<file path="src/rtl/life_game_ctrl.sv">
// life_game_ctrl: control sequencer for the 7x7 Game-of-Life engine.
// Decodes the user pads into a STOP/PRGM/PLAY/PAUSE game FSM, strobes one
// grid cell per button press while programming, and paces generation steps
// to the next-state engine through a req/done handshake.
module life_game_ctrl #(
    parameter int N_CELLS    = 49,
    parameter int ADDR_W     = 6,
    parameter int GEN_PERIOD = 4,
    parameter int GEN_W      = 8
) (
    input  logic              in_clk,
    input  logic              in_rst_n,
    input  logic              in_stop,
    input  logic              in_prgm,
    input  logic              in_pp,
    input  logic              in_btn0,
    input  logic              in_btn1,
    input  logic              in_step_done,
    output logic [1:0]        out_game_state,
    output logic              out_cell_we,
    output logic [ADDR_W-1:0] out_cell_addr,
    output logic              out_cell_data,
    output logic              out_clear,
    output logic              out_step_req,
    output logic              out_prgm_done,
    output logic [GEN_W-1:0]  out_gen_count
);

    localparam int TICK_W = (GEN_PERIOD > 1) ? $clog2(GEN_PERIOD) : 1;

    typedef enum logic [1:0] {
        ST_STOP  = 2'b00,
        ST_PRGM  = 2'b01,
        ST_PLAY  = 2'b10,
        ST_PAUSE = 2'b11
    } state_t;

    state_t              state;
    logic [ADDR_W-1:0]   cursor;
    logic [TICK_W-1:0]   tick;
    logic                pp_q;
    logic                stop_q;

    logic                pp_edge;
    logic                btn_one;
    logic                cursor_last;
    logic                tick_last;

    assign pp_edge     = in_pp & ~pp_q;
    assign btn_one     = in_btn0 ^ in_btn1;
    assign cursor_last = (cursor == ADDR_W'(N_CELLS - 1));
    assign tick_last   = (tick == TICK_W'(GEN_PERIOD - 1));

    // The state register is the game-state output; it is already registered.
    assign out_game_state = state;

    // Game FSM, programming cursor and step scheduler, all in one register stage.
    // NOTE: every state register here uses <= so all updates see pre-edge values.
    always_ff @(posedge in_clk or negedge in_rst_n) begin
        if (!in_rst_n) begin
            state         <= ST_STOP;
            cursor        <= '0;
            tick          <= '0;
            pp_q          <= 1'b0;
            stop_q        <= 1'b0;
            out_cell_we   <= 1'b0;
            out_cell_addr <= '0;
            out_cell_data <= 1'b0;
            out_clear     <= 1'b0;
            out_step_req  <= 1'b0;
            out_prgm_done <= 1'b0;
            out_gen_count <= '0;
        end else begin
            pp_q          <= in_pp;
            stop_q        <= in_stop;
            out_cell_we   <= 1'b0;
            out_prgm_done <= 1'b0;
            out_clear     <= 1'b0;

            if (in_stop) begin
                // Stop beats everything, including a coincident step_done.
                state         <= ST_STOP;
                cursor        <= '0;
                tick          <= '0;
                out_cell_addr <= '0;
                out_step_req  <= 1'b0;
                out_gen_count <= '0;
                out_clear     <= ~stop_q;
            end else begin
                unique case (state)
                    ST_STOP: begin
                        if (in_prgm) begin
                            state         <= ST_PRGM;
                            cursor        <= '0;
                            out_cell_addr <= '0;
                        end
                    end

                    ST_PRGM: begin
                        if (pp_edge) begin
                            state <= ST_PLAY;
                            tick  <= '0;
                        end else if (btn_one) begin
                            // Address shows the cell being written during the strobe.
                            out_cell_we   <= 1'b1;
                            out_cell_addr <= cursor;
                            out_cell_data <= in_btn1;
                            if (cursor_last) begin
                                cursor        <= '0;
                                out_prgm_done <= 1'b1;
                            end else begin
                                cursor <= cursor + ADDR_W'(1);
                            end
                        end else begin
                            out_cell_addr <= cursor;
                        end
                    end

                    ST_PLAY, ST_PAUSE: begin
                        if (pp_edge) begin
                            state <= (state == ST_PLAY) ? ST_PAUSE : ST_PLAY;
                        end
                        // An outstanding request always completes, paused or not.
                        if (out_step_req) begin
                            if (in_step_done) begin
                                out_step_req  <= 1'b0;
                                out_gen_count <= out_gen_count + GEN_W'(1);
                            end
                        end else if (state == ST_PLAY && !pp_edge) begin
                            if (tick_last) begin
                                out_step_req <= 1'b1;
                                tick         <= '0;
                            end else begin
                                tick <= tick + TICK_W'(1);
                            end
                        end
                    end

                    default: state <= ST_STOP;
                endcase
            end
        end
    end

endmodule

</file>
<file path="config.mk">
export PLATFORM = sky130hd
export DESIGN_NAME = life_game_ctrl
export DESIGN_NICKNAME = d
export VERILOG_FILES = /design/src/rtl/life_game_ctrl.sv
export SDC_FILE = /design/constraint.sdc
export NUM_CORES = 1
export LEC_CHECK = 0
export CORE_MARGIN = 1.5
export CORE_UTILIZATION = 59
export CTS_BUF_LIST = sky130_fd_sc_hd__clkbuf_4
export CTS_CLUSTER_SIZE = 24
export DETAILED_ROUTE_END_ITERATION = 10
export DONT_BUFFER_PORTS = 1
export PLACE_DENSITY = 0.75
export SYNTH_ARGS = -nofsm -noshare
export SYNTH_HDL_FRONTEND = slang
export SYNTH_SLANG_ARGS = --single-unit
</file>
<file path="constraint.sdc">
create_clock -name in_clk -period 2.95 [get_ports in_clk]
set_input_delay 0.4425 -clock in_clk [delete_from_list [all_inputs] [get_ports in_clk]]
set_output_delay 0.4425 -clock in_clk [all_outputs]
set_load 0.01 [all_outputs]
</file>
==> results.md <==
* Nets at 156
* Leakage power at 0.683 nW
* Yosys warns at 0
* WP data arrival at 2.14 ns
* Crit path time final at 1.92 ns
* GR Util All Layers at 0.225
* PwrDens at 479 nW/um2
* Cell count after synthesis at 142
* Root buf cell: clkbuf_4
* Crit path launch type: flop
* Core Area at 2280 um2
* IO Pins at 29
* Critical path buffers and inverters at 0
* Layout cell share with drive strength beyond 1 at 0.124
* Post_cts resized at 0
* Post-synth top area cell: dfrtp_1
* Seq/Total Area, Yosys at 0.526
* Critical path class: flop to flop
* Row count at 17
* Async SR Flop Fraction at 1.00
* Violation count after the first detailed-route iteration at 14
* Crit Path Max Fanout at 9
* Die W at 53 um
* Dpl ws at 0.989 ns
* Util after Layout at 0.687
* H-tree depth at 2
* R2r setup slk at 1.03 ns
* F_max at 522 MHz
* Via-to-Cell Ratio at 6.17
* Hold WC Path Type: primary input to flop
* Clk slew on worst S/H paths at 0.09 ns
* Clock buffer count from CTS at 5
* WL/cell at 15.6 um
* Post-synth EDFFs at 0
* Pins Over Slew Limit at 0
* Most common cell after layout, fill and taps aside: dfrtp_1
* Worst setup EP type: flop
* Fill count at 164
* Antenna Diode Count at 0
* Largest net degree at the start of global routing at 32
* Via count at 1068
* CTS tree: built
* Setup TNS at 0 ns
* Grt total ovfl at 0
* Setup WS post-layout at 1.03 ns
* Delay-heaviest family, CP: simple AND/OR/NAND/NOR gates
* Clk_lat worst skew at 0.34 ns
* Outcome: complete, no violations
* Final-report hold violation count at 0
* Post-Syn Area at 1480 um2
* Top FF cell, synth: dfrtp_1
* Drt first pass iters at 4
* Crit-path slowest cell: nor2b_1
* Post-synth top area share at 0.526
* RSZ-0062 raised after global routing: no
* Dpl hpwl at 1890 um
* Post-CTS setup buffer count at 0
* Clk sinks at 31
* Synth Register Bits at 31
* Worst-Margin Slew at 0.620 ns
* Syn_nets at 154
* Detail Route Antenna Nets at 0
* First-pass GRT wire length at 4350 um
* Final cycle utilization of the critical path at 0.650
* DRC errors left at 0
* Initial core utilization at 0.648
* Post-Route WL at 2690 um
* Peak VDD IR at 0.362 mV
* Vias in the first global route at 1068
* Crit-path cells: nor2b_1 > nor3b_1 > a221oi_1 > mux2_2
* Port bufs at 0
* Post-synth cell types at 35
* Clock Skews at 0.0175 ns
* CTS Buffer Depth at 2
* MaxCap Viol Count at 0
* Synth top area cells: dfrtp_1 53%, a22o_1 3.6%, ha_1 3.4%
* Area growth syn-to-layout at 6.02%
* Relative slew slack at 0.586
* Final setup viols at 0
* Critical Path RT at 3.18 ns
* GPL Wtd Cong at 0.832
* Die height at 53 um
* Initial antenna violation count at 0
* Mean Syn Cell Area at 10.4 um2
* Commonest cells after routing, fill and taps aside: 31 x dfrtp_1, 12 x nor2_1, 12 x nand2_1, 9 x inv_1, 8 x a21oi_1
* Die ar. at 2810 um2
* Crit-path max cell delay at 0.50 ns
## final timing paths
kind                       cells past startpoint        startpoint               endpoint
max in group asynchronous                      2          in_rst_n  cursor[4]$_DFFE_PN0P_
min reg2reg                                    1  stop_q$_DFF_PN0_    out_clear$_DFF_PN0_
min in group asynchronous                      2          in_rst_n  cursor[3]$_DFFE_PN0P_
max reg2reg                                    4    pp_q$_DFF_PN0_    tick[1]$_DFFE_PN0P_
min                                            0             in_pp         pp_q$_DFF_PN0_
max                                            4    pp_q$_DFF_PN0_    tick[1]$_DFFE_PN0P_
## cell usage after synthesis, types with 2 or more instances
| library cell | count |
|---|---|
| dfrtp_1 | 31 |
| nand2_1 | 12 |
| nor2_1 | 12 |
| inv_1 | 9 |
| a21oi_1 | 8 |
| nand3_1 | 7 |
| a22o_1 | 6 |
| nand4_1 | 5 |
| ha_1 | 4 |
| nor3_1 | 4 |
| o21ai_0 | 4 |
| xnor2_1 | 4 |
| and3_1 | 3 |
| buf_2 | 3 |
| clkbuf_1 | 3 |
| xor2_1 | 3 |
| a221oi_1 | 2 |
| mux2_2 | 2 |
| nor2b_1 | 2 |
| o22ai_1 | 2 |
| or3b_1 | 2 |
## where the power goes
part,total (mW),switching (mW),internal [mW]
clock network,0.252,0.141,0.111
logic,0.0544,0.0318,0.0226
registers,0.443,0.0112,0.432
## layer usage
layer / vias to the layer above / part of all wire / track usage / wire length [um]
met5: - / 0 / 0 / 0
met4: 0 / 0.026 / 0.132 / 71
met3: 7 / 0.057 / 0.0989 / 153
met2: 28 / 0.49 / 0.385 / 1320
met1: 526 / 0.43 / 0.223 / 1150
li1: 507 / - / - / -
## repair_timing
item | in CTS | in global routing
hold buffers | 2 | 0
endpoints found under the hold margin | 31 | 0
setup endpoints to repair | 0 | 0
## sequential cells by signal, indices dropped and copies added, names as in the netlist, 2 cells and up
name,flops
out_gen_count,8
out_game_state,2
tick,2
cursor,6
out_cell_addr,6
## layout make-up
class | instances | area [um2] | share of cell area
Clock inverter | 1 | 5.00 | 0.00320
Sequential cell | 31 | 776 | 0.496
Timing Repair Buffer | 2 | 30.0 | 0.0192
Inverter | 9 | 33.8 | 0.0216
Tap cell | 28 | 35.0 | 0.0224
Clock buffer | 7 | 52.6 | 0.0336
Multi-Input combinational cell | 95 | 632 | 0.404
## cell families after synthesis
kind of cell	count (synthesis)	share of synthesized area
AND/OR/NAND/NOR	56	0.198
flip-flops	31	0.526
AO/OA/AOI/OAI	26	0.140
buffers and inverters	16	0.0458
XOR/XNOR	7	0.0416
adder cells (fa/ha/maj)	4	0.0339
multiplexers	2	0.0153
## stage by stage
stage	std cells	hold WS (ns)	total power, mW	cell area (um2)
global route	173	0.100	0.786	1560
detailed placement	163	0.148	0.494	1480
global placement	163	0.147	0.492	1480
CTS	173	0.117	0.756	1560
floorplan	142	0.147	0.489	1480
finish	173	0.128	0.749	1560
(Power assumes the default switching activity.)
